File: src/rtl/bitstream_accum_if.sv
// bitstream_accum_if: control, bitstream and result handshake bundle for bitstream_accum
interface bitstream_accum_if #(parameter int WIDTH = 8);
    logic start;
    logic abort;
    logic in;
    logic in_valid;
    logic busy;
    logic out_valid;
    logic out_ready;
    logic [WIDTH:0] out;
    modport master (output start, abort, in, in_valid, out_ready, input busy, out_valid, out);
    modport slave (input start, abort, in, in_valid, out_ready, output busy, out_valid, out);
endinterface

File: src/rtl/bitstream_accum.sv
// bitstream_accum: counts ones of a unary bitstream over a window of 2^WIDTH valid samples
module bitstream_accum #(parameter int WIDTH = 8) (
    input logic clk,
    input logic rst,
    bitstream_accum_if.slave bus
);
    localparam logic [1:0] IDLE = 2'd0;
    localparam logic [1:0] RUN  = 2'd1;
    localparam logic [1:0] DONE = 2'd2;
    logic [1:0] state;
    logic [WIDTH:0] cnt;
    logic [WIDTH-1:0] len;
    always_ff @(posedge clk) begin
        if (rst || bus.abort) begin
            state <= IDLE;
            cnt <= '0;
            len <= '0;
        end else begin
            case (state)
                IDLE: if (bus.start) begin
                    state <= RUN;
                    cnt <= '0;
                    len <= '0;
                end
                RUN: if (bus.in_valid) begin
                    cnt <= cnt + (WIDTH+1)'(bus.in);
                    len <= len + WIDTH'(1);
                    if (&len) state <= DONE;
                end
                DONE: if (bus.out_ready) begin
                    // a start on the handshake edge opens the next window with no idle cycle
                    state <= bus.start ? RUN : IDLE;
                    if (bus.start) begin
                        cnt <= '0;
                        len <= '0;
                    end
                end
                default: state <= IDLE;
            endcase
        end
    end
    always_comb begin
        bus.busy = state == RUN;
        bus.out_valid = state == DONE;
        bus.out = state == DONE ? cnt : '0;
    end
endmodule

File: src/flat_wrapper.sv
// flat-port wrapper written by rule: the top's interface ports become plain ports
module bitstream_accum_flat 
#(parameter int WIDTH = 8)
  (clk, rst, bus_start, bus_abort, bus_in, bus_in_valid, bus_out_ready, bus_busy, bus_out_valid, bus_out);
  bitstream_accum_if #(.WIDTH(WIDTH)) bus_i ();
  input logic clk;
  input logic rst;
  input wire logic [$bits(bus_i.start)-1:0] bus_start;
  input wire logic [$bits(bus_i.abort)-1:0] bus_abort;
  input wire logic [$bits(bus_i.in)-1:0] bus_in;
  input wire logic [$bits(bus_i.in_valid)-1:0] bus_in_valid;
  input wire logic [$bits(bus_i.out_ready)-1:0] bus_out_ready;
  output wire logic [$bits(bus_i.busy)-1:0] bus_busy;
  output wire logic [$bits(bus_i.out_valid)-1:0] bus_out_valid;
  output wire logic [$bits(bus_i.out)-1:0] bus_out;
  assign bus_i.start = bus_start;
  assign bus_i.abort = bus_abort;
  assign bus_i.in = bus_in;
  assign bus_i.in_valid = bus_in_valid;
  assign bus_i.out_ready = bus_out_ready;
  assign bus_busy = bus_i.busy;
  assign bus_out_valid = bus_i.out_valid;
  assign bus_out = bus_i.out;
  bitstream_accum #(.WIDTH(WIDTH)) u_core (.clk(clk), .rst(rst), .bus(bus_i));
endmodule
File: config.mk
export PLATFORM = sky130hd
export DESIGN_NAME = bitstream_accum_flat
export DESIGN_NICKNAME = d
export VERILOG_FILES = /design/src/rtl/bitstream_accum_if.sv /design/src/rtl/bitstream_accum.sv /design/src/flat_wrapper.sv
export SDC_FILE = /design/constraint.sdc
export NUM_CORES = 1
export LEC_CHECK = 0
export CELL_PAD_IN_SITES_DETAIL_PLACEMENT = 1
export CELL_PAD_IN_SITES_GLOBAL_PLACEMENT = 1
export CORE_ASPECT_RATIO = 1.4
export CORE_MARGIN = 3
export CORE_UTILIZATION = 44
export CTS_CLUSTER_SIZE = 30
export DETAILED_ROUTE_END_ITERATION = 10
export DONT_BUFFER_PORTS = 1
export GPL_TIMING_DRIVEN = 0
export PLACE_DENSITY_LB_ADDON = 0.05
export SLEW_MARGIN = 10
export SYNTH_ARGS = -nofsm -noshare
export SYNTH_HDL_FRONTEND = slang
export SYNTH_SLANG_ARGS = --single-unit
File: constraint.sdc
create_clock -name clk -period 1.9 [get_ports clk]
set_input_delay 0.38 -clock clk [delete_from_list [all_inputs] [get_ports clk]]
set_output_delay 0.38 -clock clk [all_outputs]
set_load 0.02 [all_outputs]
# Word-level counts from Yosys, hierarchy flattened
# Cells that the tools add are included.
totals:
  elab_cells: 32
  output_inout_bits: 11
  ff_bits: 19
classes:
  add_sub_neg: 2
  mux: 15
  eq_ne: 6
  n_reduce_logical: 6
op_table:
  columns: ["op", "n"]
  rows:
  - ["9-bit two-way mux", 4]
  - ["9-bit one-hot mux with 3 select lines", 1]
  - ["8-bit two-way mux", 3]
  - ["8-bit one-hot mux with 3 select lines", 1]
  - ["9-bit by 1-bit adder with 9-bit output", 1]
  - ["8-bit by 1-bit adder with 8-bit output, second input constant", 1]
  - ["2-bit two-way mux", 4]
  - ["8-bit AND reduction", 1]
  - ["2-bit != test, second input constant", 3]
  - ["2-bit one-hot mux with 3 select lines", 1]
  - ["4-bit AND reduction", 1]
  - ["3-bit AND reduction", 1]
  - ["3-bit nonzero test", 1]
  - ["2-bit by 1-bit equality test with 1-bit output, second input constant", 1]
  - ["2-bit equality test, second input constant", 1]
  - ["2-bit logical NOT", 1]
  - ["2-bit by 1-bit != test with 1-bit output, second input constant", 1]
  - ["1-bit logical OR", 1]
  - ["1-bit two-way mux", 1]

# Depth between registers and ports, before layout
# Gate-level depths: netlist of run 1.
logic_depth:
  word_depth: 4
  depth_mapped: 6
  mapped_depth_nobuf: 5

# Least setup slack after synthesis of run 1
# OpenSTA, ideal clock, no wires.
synth_timing:
  kind: "reg2out"
  start: "register u_core.state[1]"
  end: "output port bus_out[0]"
  setup_slack_ns: 0.242
  stages_incl_launch_ff: 4
  path_buffers: 0
  arrival_ns: 1.278
  path_cell_list: "dfxtp_1 > inv_1 > nor2_1 > and2_1"
synth_between:
  elab_chain_len: 2
synth_rtl:
  columns: ["element", "line_no", "text"]
  rows:
  - ["start: declaration", "bitstream_accum.sv:10", "logic [1:0] state;"]
  - ["start signal: assignment", "bitstream_accum.sv:32", "state <= bus.start ? RUN : IDLE;"]
  - ["2-bit equality test", null, null]
  - ["named net bus_out_valid", "flat_wrapper.sv:14", "output wire logic [$bits(bus_i.out_valid)-1:0] bus_out_valid;"]
  - ["9-bit two-way mux", "bitstream_accum.sv:45", "bus.out = state == DONE ? cnt : '0;"]
  - ["end: declaration", "flat_wrapper.sv:15", "output wire logic [$bits(bus_i.out)-1:0] bus_out;"]
# The timed path passes the listed nets, and every way through them passes these cells.

# Final worst setup path of run 1
layout_timing:
  start: "register u_core.state[0]"
  end: "register u_core.cnt[4]"
layout_between:
  elab_chain_len: 3
  elab_cells_between_ends: 8
  classes_between: "eq/ne (4); mux (1); reduce/logical (3)"
layout_rtl:
  columns: ["element", "line_no", "text"]
  rows:
  - ["2-bit equality test (tied with other cells)", "bitstream_accum.sv:19", "case (state)"]
  - ["2-bit != test (no line) or 3-bit nonzero test (tied branches)", null, null]
  - ["3-bit AND reduction (no line)", null, null]
  - ["end signal: assignment", "bitstream_accum.sv:26", "cnt <= cnt + (WIDTH+1)'(bus.in);"]
  - ["end: declaration", "bitstream_accum.sv:11", "logic [WIDTH:0] cnt;"]
# Parallel ways exist; a longest one is shown, timed or not.
# A chain may end at the register's enable or synchronous reset.

==> results of run 1 <==
-- power by group through the flow --
stage	clock network (mW)	registers (mW)	logic (mW)
6_report	0.203	0.403	0.0524
5_1_grt	0.228	0.403	0.0597
4_1_cts	0.210	0.403	0.0512
3_5_place_dp	0	0.411	0.0507
3_3_place_gp	0	0.411	0.0504
2_1_floorplan	0	0.410	0.0376
-- timing repair --
item | in CTS | in global routing
gates cloned | 0 | 1
setup endpoints to repair | 9 | 19
resized for setup | 3 | 9
pin swaps | 0 | 1
-- metal layers --
metal / wire (um) / part of all wire, % / vias up
met5: 0 / 0 / -
met4: 0 / 0 / 0
met3: 70 / 2.9 / 0
met2: 1270 / 53 / 10
met1: 1040 / 44 / 462
li1: - / - / 456
-- worst max path at each step --
stage	from	endpoint	slack [ps]	depth (start not counted)
global route	u_core.state[0]$_SDFFE_PP0P_	u_core.cnt[4]$_SDFFE_PP0P_	6	6
global placement	u_core.state[1]$_SDFFE_PP0P_	bus_out[8]	40	3
CTS	u_core.state[1]$_SDFFE_PP0P_	bus_out[8]	40	3
finish	u_core.state[0]$_SDFFE_PP0P_	u_core.cnt[4]$_SDFFE_PP0P_	170	6
floorplan	u_core.state[1]$_SDFFE_PP0P_	bus_out[0]	240	3
detailed placement	u_core.state[1]$_SDFFE_PP0P_	bus_out[8]	1	3
-- tightest hold or removal path: stages --
cell and delay (ps):
nor3_1 20, a21oi_1 100, nor2_1 50
-- sequential cells by signal, indices dropped and copies added (netlist names) --
signal	cells
u_core.cnt	9
u_core.len	8
u_core.state	2
-- stage by stage --
step	setup slack, ps	util, %	total power, mW	hold slack (ps)	cell area [um2]
2_1_floorplan	242	-	0.448	447	1010
3_3_place_gp	37.7	50.0	0.462	459	1030
3_5_place_dp	1.24	50.0	0.462	477	1030
4_1_cts	35.1	51.7	0.664	301	1070
5_1_grt	6.04	52.8	0.691	336	1090
6_report	173	52.8	0.658	298	1090
-- area by class of cell --
| type | instances | area, um2 | share of cell area [%] |
|---|---|---|---|
| Multi-Input combinational cell | 97 | 608 | 55.7 |
| Sequential cell | 19 | 385 | 35.3 |
| Buffer | 5 | 31.3 | 2.86 |
| Clock buffer | 4 | 26.3 | 2.41 |
| Tap cell | 21 | 26.3 | 2.41 |
| Inverter | 4 | 15.0 | 1.37 |
-- synthesized netlist by cell type, drive strengths merged --
master / n / area (um2)
nand2: 7 / 26.3
dfxtp: 19 / 380
a22oi: 3 / 22.5
and2: 12 / 75.1
nor2: 7 / 26.3
inv: 4 / 15.0
ha: 3 / 37.5
clkbuf: 2 / 7.51
and4: 1 / 8.76
a21oi: 14 / 70.1
a2bb2oi: 1 / 15.0
o21a: 2 / 15.0
or2: 3 / 18.8
mux2i: 2 / 20.0
nand2b: 1 / 6.26
nor3: 3 / 15.0
nand3: 4 / 20.0
buf: 3 / 21.3
o211ai: 1 / 7.51
or4: 3 / 22.5
and2b: 1 / 7.51
o21bai: 1 / 7.51
o21ai: 9 / 45.0
nor2b: 1 / 6.26
or3: 10 / 62.6
a211oi: 1 / 7.51
o31ai: 2 / 15.0
a21o: 1 / 7.51
nand4: 3 / 18.8
-- cell families (layout without fill, tap and decap cells) --
group / Yosys count / after routing
AND/OR/NAND/NOR: 56 / 57
AO/OA/AOI/OAI: 35 / 35
adder cells (fa/ha/maj): 3 / 3
buffers and inverters: 9 / 13
flip-flops: 19 / 19
multiplexers: 2 / 2
==> summary.md, run 1 <==
| Metric | Value |
|---|---|
| Skew-Pair Late Insertion Delay | 290 ps |
| Crit-path cells | mux2i_2, a2bb2oi_2, buf_2, clkbuf_4, o21ai_0, a21oi_1 |
| Initial Util | 48.8% |
| Slew headroom | 67.7% |
| CP max stage cell | dfxtp_4 |
| Post-synthesis mux area share | 1.99% |
| Sw Pwr | 0.159 mW |
| Minimum clock period after layout | 1730 ps |
| Largest family of logic cells by synthesized area | simple AND/OR/NAND/NOR gates |
| Final Hold Viols | 0 |
| Fmax | 579 MHz |
| Final Cycle Share | 90.9% |
| DR vias/cell | 6.19 |
| Die Span X | 46.5 um |
| Unrepaired setup endpoints after global routing | no |
| Worst reg2reg path endpoint | u_core.cnt[4]$_SDFFE_PP0P_ |
| Htree depth | 1 |
| Post-Synth Adder-Cell Area | 3.72% |
| Clock power share | 30.8% |
| Pint | 0.499 mW |
| Post-synthesis cell count | 124 |
| Most common cell after layout, fill and taps aside | dfxtp_1 |
| Worst-path maximum fanout | 10 |
| Data arrival time of the worst path | 1950 ps |
| Pre-antenna DRT Iters | 2 |
| VDD IR max | 0.438 mV |
| R2R cell count | 6 |
| Avg WL per Cell | 15.8 um |
| Final cell count without fillers | 150 |
| GR Util met3 | 2.59% |
| Clk_skew | 4.75 ps |
| Flop pwr share | 61.2% |
| Crit Path Category | flop to flop |
| Area growth syn-to-layout | 8.31% |
| NumNets Final | 140 |
| Die area | 2910 um2 |
| CORE AREA | 2070 um2 |
| Busiest grt layer | met2 |
| Switching power share of the total | 24.2% |
| CTS buffer count | 3 |
| Met1 Usage GRT | 23.1% |
| Min-delay src | bus_out_ready |
| Gr usage total | 18.4% |
| Dpl hpwl | 1760 um |
| Hold WC Path Type | input port to flop |
| Number of setup buffers added after CTS | 0 |
| Ant diodes | 0 |
| Initial DRC Count | 13 |
| Fill count | 261 |
| Worst EP required | 2120 ps |
| Commonest cells after routing, fill and taps aside | dfxtp_1, a21oi_1, or3_1, o21ai_0 |
| Critical Path Start Type | flop |
| Seq cells post-synth | 19 |
| Via count | 928 |
| Syn Area/Cell | 8.13 um2 |
| Pwr per Cell Area | 603 nW/um2 |
| Synth warnings | 0 |
| Residual DRC | 0 |
| # IOs | 18 |
| Syn_nets | 134 |
| Simple-Gate Fraction of Synth Area | 31.1% |
| Setup crit end kind | flop |
| Std cell rows | 19 |
| Die span in y | 62.6 um |
| Final ANT Viol Nets | 0 |
| Status | finished, final reports clean |
| Final WL | 2380 um |
| Critical R2R Launch | u_core.state[0]$_SDFFE_PP0P_ |
| Clk slew on worst S/H paths | 100 ps |
| Crit path max-delay family | buffers and inverters |
| CTS tree | built |
| Met2 GRT Util | 32.1% |
| Vias in the first global route | 943 |
| Max-Cap Viols | 0 |
| Initial antenna violation count | 0 |
| Hold endpoint | u_core.state[1]$_SDFFE_PP0P_ |
| Placed insts | 145 |
| Synth cell types | 30 |
| Routability congestion estimate | 0.736 |
| Max Slew Vio Count | 0 |
| Hold path cells | 3 |
| Crit path buf inv count | 2 |
| Total clock sinks | 19 |
| R2R Setup Slk | 170 ps |
| Clock buffer depth | 2 |
| Synth Area in Compound Gates | 21.1% |
| Grt total ovfl | 0 |
| Actual slew at the worst max-slew pin | 485 ps |
| Setup Viol. Count Final | 0 |
| Largest net degree at the start of global routing | 11 |
| Total negative setup slack | 0 ps |
| Hold_buf cts | 0 |
| Root Driver | clkbuf_4 |
| Sequential share of the synthesized area | 37.7% |
| Layout cell share with drive strength beyond 1 | 15.5% |
| Combinational share of power | 8.0% |
| Post-Synth XOR/XNOR Area | 0% |
| Mapped cell area | 1010 um2 |
| Max stage delay on crit path | 440 ps |
| Port bufs | 0 |
| Pleak | 0.352 nW |
| First-pass GRT wire length | 4140 um |
Power figures use the tool's default switching activity.
==> run 2, diff against run 1 <==
--- a/config.mk
+++ b/config.mk
@@ -5,6 +5,7 @@
 export SDC_FILE = /design/constraint.sdc
 export NUM_CORES = 1
 export LEC_CHECK = 0
+export CAP_MARGIN = 25
 export CELL_PAD_IN_SITES_DETAIL_PLACEMENT = 1
 export CELL_PAD_IN_SITES_GLOBAL_PLACEMENT = 1
 export CORE_ASPECT_RATIO = 1.4
==> results of run 2 <==
No change in the layout: final DEF, timing and power equal those of run 1.
